### src/rtl/ifu_pkg.sv
// rtl/ifu_pkg.sv - shared types and constants for the instruction fetch stage
package ifu_pkg;

    localparam logic [31:0] INSTR_NOP = 32'h0000_0013;
    localparam int          PC_STEP   = 4;

    typedef enum logic [1:0] {
        IDLE,
        RUN,
        DRAIN,
        HALT
    } fetch_state_t;

    // Slot storage is 32 bits wide; narrower fetch widths are zero-extended into it.
    typedef struct packed {
        logic [31:0] pc;
        logic [31:0] instr;
        logic        fill;
    } slot_t;

endpackage

### src/rtl/ifu_if.sv
// rtl/ifu_if.sv - fetch-stage bus: imem request/response, EX redirect, IF/ID handoff; id_misalign under IFU_MISALIGN_CHK_EN
interface ifu_if #(
    parameter int ADDR_WIDTH = 32,
    parameter int DATA_WIDTH = 32
);
    logic                  imem_req_valid;
    logic                  imem_req_ready;
    logic [ADDR_WIDTH-1:0] imem_req_addr;
    logic                  imem_rsp_valid;
    logic [DATA_WIDTH-1:0] imem_rsp_data;
    logic                  redirect_valid;
    logic [ADDR_WIDTH-1:0] redirect_pc;
    logic                  id_valid;
    logic                  id_ready;
    logic [DATA_WIDTH-1:0] id_instr;
    logic [ADDR_WIDTH-1:0] id_pc;

`ifdef IFU_MISALIGN_CHK_EN
    logic                  id_misalign;

    modport master (
        output imem_req_valid, imem_req_addr, id_valid, id_instr, id_pc, id_misalign,
        input  imem_req_ready, imem_rsp_valid, imem_rsp_data, redirect_valid, redirect_pc, id_ready
    );
    modport slave (
        input  imem_req_valid, imem_req_addr, id_valid, id_instr, id_pc, id_misalign,
        output imem_req_ready, imem_rsp_valid, imem_rsp_data, redirect_valid, redirect_pc, id_ready
    );
`else
    modport master (
        output imem_req_valid, imem_req_addr, id_valid, id_instr, id_pc,
        input  imem_req_ready, imem_rsp_valid, imem_rsp_data, redirect_valid, redirect_pc, id_ready
    );
    modport slave (
        input  imem_req_valid, imem_req_addr, id_valid, id_instr, id_pc,
        output imem_req_ready, imem_rsp_valid, imem_rsp_data, redirect_valid, redirect_pc, id_ready
    );
`endif

endinterface

### src/rtl/ifu_slot_buf.sv
// rtl/ifu_slot_buf.sv - circular fetch buffer: slots reserved at issue, filled in order by responses, popped at the head
module ifu_slot_buf
    import ifu_pkg::*;
#(
    parameter  int DEPTH      = 2,
    parameter  int ADDR_WIDTH = 32,
    parameter  int DATA_WIDTH = 32,
    localparam int PW         = $clog2(DEPTH),
    localparam int CW         = PW + 1
) (
    input  logic                  clk,
    input  logic                  rst_n,
    input  logic                  flush,
    input  logic                  reserve,
    input  logic [ADDR_WIDTH-1:0] reserve_pc,
    input  logic                  reserve_filled,
    input  logic [DATA_WIDTH-1:0] reserve_instr,
    input  logic                  fill,
    input  logic [DATA_WIDTH-1:0] fill_data,
    input  logic                  pop,
    output slot_t                 head,
    output logic [CW-1:0]         occupancy,
    output logic [CW-1:0]         unfilled
);
    slot_t         mem [DEPTH];
    logic [PW-1:0] head_ptr;
    logic [PW-1:0] tail_ptr;
    logic [PW-1:0] fill_ptr;

    assign head = mem[head_ptr];

    always_ff @(posedge clk or negedge rst_n) begin
        if (!rst_n) begin
            for (int i = 0; i < DEPTH; i++) mem[i] <= '0;
            head_ptr  <= '0;
            tail_ptr  <= '0;
            fill_ptr  <= '0;
            occupancy <= '0;
            unfilled  <= '0;
        end else if (flush) begin
            for (int i = 0; i < DEPTH; i++) mem[i].fill <= 1'b0;
            head_ptr <= '0;
            // A flush may load one entry in the same cycle (the misaligned-redirect NOP).
            if (reserve) begin
                mem[0]    <= '{pc: 32'(reserve_pc), instr: 32'(reserve_instr), fill: reserve_filled};
                tail_ptr  <= PW'(1);
                fill_ptr  <= reserve_filled ? PW'(1) : '0;
                occupancy <= CW'(1);
                unfilled  <= reserve_filled ? '0 : CW'(1);
            end else begin
                tail_ptr  <= '0;
                fill_ptr  <= '0;
                occupancy <= '0;
                unfilled  <= '0;
            end
        end else begin
            if (reserve) begin
                mem[tail_ptr].pc   <= 32'(reserve_pc);
                mem[tail_ptr].fill <= 1'b0;
                tail_ptr           <= tail_ptr + PW'(1);
            end
            if (fill) begin
                mem[fill_ptr].instr <= 32'(fill_data);
                mem[fill_ptr].fill  <= 1'b1;
                fill_ptr            <= fill_ptr + PW'(1);
            end
            if (pop) begin
                mem[head_ptr].fill <= 1'b0;
                head_ptr           <= head_ptr + PW'(1);
            end
            occupancy <= occupancy + CW'(reserve) - CW'(pop);
            unfilled  <= unfilled + CW'(reserve) - CW'(fill);
        end
    end

endmodule

### src/rtl/ifu_fetch.sv
// rtl/ifu_fetch.sv - RV32 fetch stage: PC, fetch FSM, credit and stale-response dropping
// IFU_MISALIGN_CHK_EN: misaligned redirects enqueue a flagged NOP and halt fetch
module ifu_fetch
    import ifu_pkg::*;
#(
    parameter int                    ADDR_WIDTH = 32,
    parameter int                    DATA_WIDTH = 32,
    parameter logic [ADDR_WIDTH-1:0] RESET_PC   = '0,
    parameter int                    DEPTH      = 2
) (
    input  logic  clk,
    input  logic  rst_n,
    ifu_if.master bus
);
    localparam int CW = $clog2(DEPTH) + 1;

    fetch_state_t          state;
    logic [ADDR_WIDTH-1:0] pc;
    logic [ADDR_WIDTH-1:0] redir_pc;
    logic [CW-1:0]         drop_cnt;
    logic [CW-1:0]         drop_nxt;
    logic [CW-1:0]         occupancy;
    logic [CW-1:0]         unfilled;
    slot_t                 head;
    logic                  misalign;
    logic                  req_fire;
    logic                  rsp_fill;
    logic                  pop;
    logic                  reserve;

`ifdef IFU_MISALIGN_CHK_EN
    assign redir_pc        = bus.redirect_pc;
    assign misalign        = bus.redirect_valid && (bus.redirect_pc[1:0] != 2'b00);
    // While halted the only live entry is the trap NOP.
    assign bus.id_misalign = bus.id_valid && (state == HALT);
`else
    assign redir_pc = bus.redirect_pc & ~ADDR_WIDTH'(3);
    assign misalign = 1'b0;
`endif

    always_comb begin
        bus.imem_req_valid = ((state == RUN) || (state == DRAIN)) &&
                             (occupancy < CW'(DEPTH)) && !bus.redirect_valid;
        bus.imem_req_addr  = pc;
        req_fire           = bus.imem_req_valid && bus.imem_req_ready;
        bus.id_valid       = (occupancy != '0) && head.fill && !bus.redirect_valid;
        bus.id_pc          = (occupancy != '0) ? ADDR_WIDTH'(head.pc)    : '0;
        bus.id_instr       = (occupancy != '0) ? DATA_WIDTH'(head.instr) : '0;
        pop                = bus.id_valid && bus.id_ready;
        reserve            = req_fire || misalign;
        rsp_fill           = bus.imem_rsp_valid && (drop_cnt == '0) && !bus.redirect_valid;
        // Responses still owed to flushed slots must be swallowed before new ones land.
        drop_nxt = drop_cnt;
        if (bus.redirect_valid)
            drop_nxt = drop_cnt + unfilled - CW'(bus.imem_rsp_valid);
        else if (bus.imem_rsp_valid && (drop_cnt != '0))
            drop_nxt = drop_cnt - CW'(1);
    end

    always_ff @(posedge clk or negedge rst_n) begin
        if (!rst_n) begin
            state    <= IDLE;
            pc       <= RESET_PC;
            drop_cnt <= '0;
        end else begin
            drop_cnt <= drop_nxt;
            if (bus.redirect_valid)
                pc <= redir_pc;
            else if (req_fire)
                pc <= pc + ADDR_WIDTH'(PC_STEP);
            if (bus.redirect_valid)
                state <= misalign ? HALT : ((drop_nxt != '0) ? DRAIN : RUN);
            else if (state == IDLE)
                state <= RUN;
            else if (state != HALT)
                state <= (drop_nxt != '0) ? DRAIN : RUN;
        end
    end

    ifu_slot_buf #(
        .DEPTH      (DEPTH),
        .ADDR_WIDTH (ADDR_WIDTH),
        .DATA_WIDTH (DATA_WIDTH)
    ) u_slot_buf (
        .clk            (clk),
        .rst_n          (rst_n),
        .flush          (bus.redirect_valid),
        .reserve        (reserve),
        .reserve_pc     (misalign ? redir_pc : pc),
        .reserve_filled (misalign),
        .reserve_instr  (DATA_WIDTH'(INSTR_NOP)),
        .fill           (rsp_fill),
        .fill_data      (bus.imem_rsp_data),
        .pop            (pop),
        .head           (head),
        .occupancy      (occupancy),
        .unfilled       (unfilled)
    );

    a_rsp_outstanding: assert property (@(posedge clk) disable iff (!rst_n)
        bus.imem_rsp_valid |-> ((unfilled != '0) || (drop_cnt != '0)));

endmodule

### src/flat_wrapper.sv
// flat-port wrapper written by rule: the top's interface ports become plain ports
module ifu_fetch_flat import ifu_pkg::*;
#(
    parameter int                    ADDR_WIDTH = 32,
    parameter int                    DATA_WIDTH = 32,
    parameter logic [ADDR_WIDTH-1:0] RESET_PC   = '0,
    parameter int                    DEPTH      = 2
)
  (clk, rst_n, bus_imem_req_valid, bus_imem_req_addr, bus_id_valid, bus_id_instr, bus_id_pc, bus_imem_req_ready, bus_imem_rsp_valid, bus_imem_rsp_data, bus_redirect_valid, bus_redirect_pc, bus_id_ready);
  ifu_if #(.ADDR_WIDTH(ADDR_WIDTH), .DATA_WIDTH(DATA_WIDTH)) bus_i ();
  input  logic clk;
  input  logic rst_n;
  output wire logic [$bits(bus_i.imem_req_valid)-1:0] bus_imem_req_valid;
  output wire logic [$bits(bus_i.imem_req_addr)-1:0] bus_imem_req_addr;
  output wire logic [$bits(bus_i.id_valid)-1:0] bus_id_valid;
  output wire logic [$bits(bus_i.id_instr)-1:0] bus_id_instr;
  output wire logic [$bits(bus_i.id_pc)-1:0] bus_id_pc;
  input wire logic [$bits(bus_i.imem_req_ready)-1:0] bus_imem_req_ready;
  input wire logic [$bits(bus_i.imem_rsp_valid)-1:0] bus_imem_rsp_valid;
  input wire logic [$bits(bus_i.imem_rsp_data)-1:0] bus_imem_rsp_data;
  input wire logic [$bits(bus_i.redirect_valid)-1:0] bus_redirect_valid;
  input wire logic [$bits(bus_i.redirect_pc)-1:0] bus_redirect_pc;
  input wire logic [$bits(bus_i.id_ready)-1:0] bus_id_ready;
  assign bus_imem_req_valid = bus_i.imem_req_valid;
  assign bus_imem_req_addr = bus_i.imem_req_addr;
  assign bus_id_valid = bus_i.id_valid;
  assign bus_id_instr = bus_i.id_instr;
  assign bus_id_pc = bus_i.id_pc;
  assign bus_i.imem_req_ready = bus_imem_req_ready;
  assign bus_i.imem_rsp_valid = bus_imem_rsp_valid;
  assign bus_i.imem_rsp_data = bus_imem_rsp_data;
  assign bus_i.redirect_valid = bus_redirect_valid;
  assign bus_i.redirect_pc = bus_redirect_pc;
  assign bus_i.id_ready = bus_id_ready;
  ifu_fetch #(.ADDR_WIDTH(ADDR_WIDTH), .DATA_WIDTH(DATA_WIDTH), .RESET_PC(RESET_PC), .DEPTH(DEPTH)) u_core (.clk(clk), .rst_n(rst_n), .bus(bus_i));
endmodule
### config.mk
export PLATFORM = sky130hd
export DESIGN_NAME = ifu_fetch_flat
export DESIGN_NICKNAME = d
export VERILOG_FILES = /design/src/rtl/ifu_pkg.sv /design/src/rtl/ifu_if.sv /design/src/rtl/ifu_slot_buf.sv /design/src/rtl/ifu_fetch.sv /design/src/flat_wrapper.sv
export SDC_FILE = /design/constraint.sdc
export NUM_CORES = 1
export LEC_CHECK = 0
export CAP_MARGIN = 20
export CORE_MARGIN = 10
export CORE_UTILIZATION = 35
export DETAILED_ROUTE_END_ITERATION = 6
export SLEW_MARGIN = 20
export SYNTH_ARGS = -nofsm -noshare
export SYNTH_HDL_FRONTEND = slang
export SYNTH_SLANG_ARGS = --single-unit
### constraint.sdc
create_clock -name clk -period 2.3 [get_ports clk]
set_clock_uncertainty 0.15 [all_clocks]
set_input_delay 0.46 -clock clk [delete_from_list [all_inputs] [get_ports clk]]
set_output_delay 0.46 -clock clk [all_outputs]
set_load 0.01 [all_outputs]
# --- Yosys cells after proc, flatten, opt, wreduce, memory -nomap -nowiden ---
# Index checks and enable logic that the tools add are counted.
totals:
  register_bits: 173
  inputBits: 70
  output_inout_bits: 98
  word_cells: 108
op_classes:
  n_addsub: 11
  n_lt_le_gt_ge: 7
  n_eq_ne: 4
  n_mux: 46
  n_bitwise: 3
  reduce_logical: 23
op_table:
  columns: ["cell", "count"]
  rows:
  - ["$bwmux 130", 5]
  - ["$mux 130", 5]
  - ["$mux 65", 6]
  - ["$demux 65 s1", 5]
  - ["$mux 32", 4]
  - ["$mux 33", 1]
  - ["$add 32x3->32 const B", 1]
  - ["$mux 2", 8]
  - ["$logic_and 1x1->1", 12]
  - ["$mux 1", 12]
  - ["$reduce_bool 2->1", 6]
  - ["$ge 2x2->1 const B", 3]
  - ["$lt 2x1->1 const B", 3]
  - ["$not 1->2", 3]
  - ["$sub 2x1->2", 3]
  - ["$add 2x1->2", 2]
  - ["$logic_not 2->1", 2]
  - ["$add 1x1->1 const B", 3]
  - ["$reduce_bool 3->1", 1]
  - ["$add 2x2->2", 1]
  - ["$eq 2x1->1 const B", 1]
  - ["$eq 2x2->1 const B", 1]
  - ["$lt 2x2->1 const B", 1]
  - ["$ne 2x1->1 const B", 1]
  - ["other kinds (4)", 4]

# --- Logic depth before layout (Yosys ltp) ---
depth:
  depth_word: 16
  depth_mapped: 9
  mapped_depth_nobuf: 9

# --- Hierarchy ---
# Synthesis repeated with hierarchy kept, for this count alone.
hier_totals:
  cells_unflattened: 753
  area_unflattened_um2: 8962.3
modules_own_cells:
  columns: ["module", "n_inst", "cells_per_inst", "area_per_inst_um2", "seq_area_each_um2"]
  rows:
  - ["ifu_slot_buf", 1, 433, 6351.1, 3428.3]
  - ["ifu_fetch", 1, 320, 2611.3, 850.8]

# --- Least setup slack after synthesis ---
# OpenSTA, ideal clock, no wires.
synth_path:
  path_kind: "flip-flop to flip-flop"
  startpoint: "register u_core.state[0]"
  endpoint: "register u_core.pc[26], in the netlist u_core.bus.imem_req_addr[26]"
  setup_time_ns: 0.082
  arrival_ns: 2.034
  t_required_ns: 2.068
  path_slack_ns: 0.034
  path_stages_with_launch: 9
  path_buffers: 2
  period_less_slack_ns: 2.266
  path_cell_list: "dfrtp_1 > inv_1 > ha_1 > nand3b_1 > buf_6 > or3_4 > buf_6 > or4_1 > a31oi_1"
synth_between:
  elab_chain_cells: 6
  elab_cells_between_ends: 7
  cone_classes: "eq/ne: 2; reduce/logical: 5"
synth_lines:
  columns: ["item", "line_no", "rtl"]
  rows:
  - ["start: declaration", "ifu_fetch.sv:17", "fetch_state_t state;"]
  - ["start signal: assignment", "ifu_fetch.sv:72", "state <= misalign ? HALT : ((drop_nxt != '0) ? DRAIN : RUN);"]
  - ["start signal: assignment", "ifu_fetch.sv:76", "state <= (drop_nxt != '0) ? DRAIN : RUN;"]
  - ["$eq 2x1->1 or $eq 2x2->1 (tied branches)", "ifu_fetch.sv:42", "bus.imem_req_valid = ((state == RUN) || (state == DRAIN)) &&"]
  - ["$logic_or 1x1->1 *", "ifu_fetch.sv:42", null]
  - ["$logic_and 1x1->1 *", "ifu_fetch.sv:42", null]
  - ["$logic_and 1x1->1 *", "ifu_fetch.sv:43", "(occupancy < CW'(DEPTH)) && !bus.redirect_valid;"]
  - ["$logic_and 1x1->1 *", "ifu_fetch.sv:45", "req_fire = bus.imem_req_valid && bus.imem_req_ready;"]
  - ["$reduce_bool 2->1 (no line) *", null, null]
  - ["end signal: assignment", "ifu_fetch.sv:68", "pc <= redir_pc;"]
  - ["end signal: assignment", "ifu_fetch.sv:70", "pc <= pc + ADDR_WIDTH'(PC_STEP);"]
  - ["end: declaration", "ifu_fetch.sv:18", "logic [ADDR_WIDTH-1:0] pc;"]
# Mark *: on every way between the ends. The rest lies on a longest branch, timed or not.
# A chain may end at the register's enable or synchronous reset.

# --- Worst setup path after layout ---
layout_path:
  startpoint: "register u_core.u_slot_buf.head_ptr"
  endpoint: "output port bus_id_instr[31]"
layout_between:
  elab_chain_cells: 5
layout_lines:
  columns: ["item", "line_no", "rtl"]
  rows:
  - ["start: declaration", "ifu_slot_buf.sv:26", "logic [PW-1:0] head_ptr;"]
  - ["start signal: assignment", "ifu_slot_buf.sv:69", "head_ptr <= head_ptr + PW'(1);"]
  - ["$not 1->2 (implied by the code)", "ifu_slot_buf.sv:30", "assign head = mem[head_ptr];"]
  - ["$mux 65 (implied by the code) (3 in series)", "ifu_slot_buf.sv:30", null]
  - ["$mux 32", "ifu_fetch.sv:48", "bus.id_instr = (occupancy != '0) ? DATA_WIDTH'(head.instr) : '0;"]
  - ["end: declaration", "flat_wrapper.sv:16", "output wire logic [$bits(bus_i.id_instr)-1:0] bus_id_instr;"]
# Every way passes these cells. The select of a mux whose other input is x is not followed.

==> reports/results.tsv <==
stage	metric	value	unit
critical_path	critical path startpoint category	register	
yosys	Netlist cell types	54	
yosys	Yosys top cell by area	dfrtp_1	
timing	setup TNS	-0.559	ns
drt	Initial DRC Count	302	
global_route	initial antenna violation count	0	
layout	# nets final	1016	
critical_path	CP peak stage delay	0.51	ns
yosys	Async S/R FF share, synth	100	%
critical_path	WP data arrival	1.78	ns
timing	hold slack	0.216	ns
power	Static Leakage	0.00493	uW
yosys	synthesized cell area	8200	um^2
timing	unrepaired setup endpoints after global routing	true	
timing	PnR worst setup slack	-0.0858	ns
min_path	WHS Path Cells	3	
clock_network	H-Tree Depth	4	
yosys	Mapped Avg Cell Area	11.5	um^2
drt	vias	6199	
min_path	Hold WC Path Type	in -> reg	
global_route	GRT Overall Usage	15.3	%
min_path	worst hold path endpoint	u_core.bus.imem_req_addr[4]	
power	Max VDD drop	548	uV
clock_network	Clock Path Buffers	2	
global_route	vias in the first global route	6526	
critical_path	Worst R2R Start	u_core.state[1]	
outcome	violated checks	negative setup slack	
yosys	Yosys reg bits	168	
layout	area delta synth->final	38.1	%
drt	WL per Instance	18.1	um
layout	most frequent cells in the layout	167 x dfrtp_1, 121 x mux2_2, 95 x clkdlybuf4s50_1, 80 x nor2_1, 66 x buf_4	
job	number of max-cap violations	0	
die	die span in y	173	um
critical_path	register-to-register setup slack	0.07	ns
clock_network	clk sink count	168	
die	initial cell density of the core	35.9	%
layout	most common cell after layout, fill and taps aside	dfrtp_1	
drt	Initial DRT Pass Iterations	4	
placement	port buffer count	163	
yosys	top post-synthesis cells by area	dfrtp_1 51%, mux2_2 17%, mux2i_1 7.8%, nor2_1 3.8%, nand2_1 1.9%	
timing	minimum clock period	2.39	ns
global_route	first-pass GRT wire length	37000	um
timing	fmax	419	MHz
yosys	Ys Warns	0	
global_route	GRT overflow	0	
timing	Slew Limit Fails	0	
drt	vias per cell	4.91	
drt	post-route ant nets	0	
clock_network	Num CTS Buffers	17	
placement	hpwl dp	16400	um
power	Pwr Total	11300	uW
critical_path	Max FO, Critical Path	6	
clock_network	CTS tree	done	
critical_path	Critical-path top delay cell	dfrtp_4	
critical_path	Worst Path Required	1.69	ns
yosys	top-area cell type share of the netlist area	51.3	%
critical_path	WS Path Type	reg -> out	
yosys	ys flop type	dfrtp_1	
critical_path	Critical Path Sink Type	output port	
global_route	largest net degree at the start of global routing	54	
die	Ports	168	
clock_network	Root Buffer	clkbuf_16	
min_path	min-delay src	bus_redirect_valid	
clock_network	clock-pin slew on the worst setup and hold paths	0.07	ns
placement	pre-CTS setup slack	-0.319	ns
die	num rows	55	
outcome	status	complete, but fails checks	
critical_path	cells along the critical path	buf_4 > buf_12 > buf_6 > mux2i_1 > nor2_1 > buf_2	
yosys	cells after synthesis	713	
yosys	post-synthesis sequential area ratio	51.3	%
layout	layout cells sized above 1	34.1	%
power	Cell Pwr Density	1000	nW/um^2
timing	Final setup viols	19	
die	Chip Width	173	um
drt	DR DRC count	0	
drt	final WL	22900	um
yosys	Post-synth EDFFs	0	
timing	Final Hold Fails	0	
critical_path	R2R Path End	u_core.bus.imem_req_addr[26]	
die	core footprint	22800	um^2
timing	fin crit share	104	%
layout	ANT cells	0	
critical_path	Register-to-Register Path Depth	6	
clock_network	clk_lat worst skew	0.43	ns
placement	gp weighted congestion	0.782	
die	DIE AREA	29900	um^2
==> area by class of cell <==
| cell class | count | area (um^2) |
|---|---|---|
| flip-flops and latches | 168 | 4210 |
| well taps | 313 | 392 |
| fillers | 2138 | 11500 |
| clock buffers | 18 | 439 |
| multi-input cells | 486 | 3850 |
| clock inverters | 14 | 134 |
| repair buffers | 251 | 2260 |
| inverters | 12 | 45.0 |
==> where the power goes <==
group | switching (uW) | total (uW) | internal [uW] | leakage [uW]
clock network | 1320 | 2780 | 1460 | 0.000278
logic | 1660 | 3860 | 2200 | 0.00257
registers | 623 | 4700 | 4080 | 0.00208
total | 3600 | 11300 | 7740 | 0.00493
==> how the worst max path moves through the flow <==
stage                                           from                           end  cells after the start
after global routing      u_core.u_slot_buf.head_ptr              bus_id_instr[31]                      6
after global placement            bus_imem_req_ready  u_core.bus.imem_req_addr[19]                      5
after detailed placement          bus_imem_req_ready  u_core.bus.imem_req_addr[19]                      5
final                     u_core.u_slot_buf.head_ptr              bus_id_instr[31]                      6
after CTS                 u_core.u_slot_buf.head_ptr                 bus_id_pc[17]                      7
after floorplan                      u_core.state[0]  u_core.bus.imem_req_addr[26]                      8
==> cells in the mapped netlist (3+ instances only) <==
master and instances:
a31oi_1 8, buf_1 12, buf_2 4, buf_4 3, buf_6 3, clkbuf_1 26
dfrtp_1 168, ha_1 10, inv_1 12, mux2_2 121, mux2i_1 64, nand2_1 42
nand3_1 15, nand4_1 6, nor2_1 82, nor2b_1 10, nor3_1 8, nor4_1 6
o211ai_1 5, o21ai_0 22, o31ai_1 11, or3_1 5, or4_1 10, xnor2_1 14
xor2_1 7
==> per-layer routing <==
metal / GRT usage, % / wire (um) / vias to the layer above
met2: 24.0 / 10500 / 144
met1: 20.5 / 10900 / 3077
met5: 0 / 0 / -
met3: 4.42 / 1220 / 15
li1: - / - / 2963
met4: 3.52 / 201 / 0
==> registers in the layout, summed over array words and instances (netlist names) <==
register / flops
u_core.bus.imem_req_addr: 30
u_core.u_slot_buf.tail_ptr: 1
u_core.u_slot_buf.fill_ptr: 1
u_core.drop_cnt: 2
u_core.u_slot_buf.mem: 127
u_core.u_slot_buf.head_ptr: 1
u_core.state: 2
u_core.u_slot_buf.unfilled: 2
u_core.u_slot_buf.occupancy: 2
==> through the flow <==
stage / cell area (um^2) / util (%) / instances
finish: 11300 / 49.6 / 1262
global route: 11300 / 49.6 / 1262
CTS: 11300 / 49.6 / 1257
detailed placement: 10600 / 46.6 / 1207
global placement: 10600 / 46.6 / 1207
floorplan: 8200 / - / 714
==> cells by family after synthesis <==
logic type	count (synthesis)	share of synthesized area [%]
AO/OA/AOI/OAI	60	4.72
XOR/XNOR	21	2.24
adder cells (fa/ha/maj)	10	1.53
buffers and inverters	60	3.22
flip-flops	168	51.3
multiplexers	186	24.6
other	1	0.0458
AND/OR/NAND/NOR	207	12.4
==> critical path, delay by kind of cell (launching register included) <==
kind	cells	cell delay (ns)
multiplexers	1	0.11
AND/OR/NAND/NOR	1	0.13
flip-flops	1	0.51
buffers and inverters	4	0.61
==> timing repair <==
| item | in CTS | in global routing |
|---|---|---|
| pin swaps | 9 | 16 |
| hold buffers | 1 | 0 |
| endpoints found under the hold margin | 47 | 0 |
| buffers inserted | 13 | 9 |
| cloned | 4 | 0 |
| setup endpoints to repair | 69 | 64 |
| gates resized for setup | 233 | 41 |
Power figures use the tool's default switching activity.
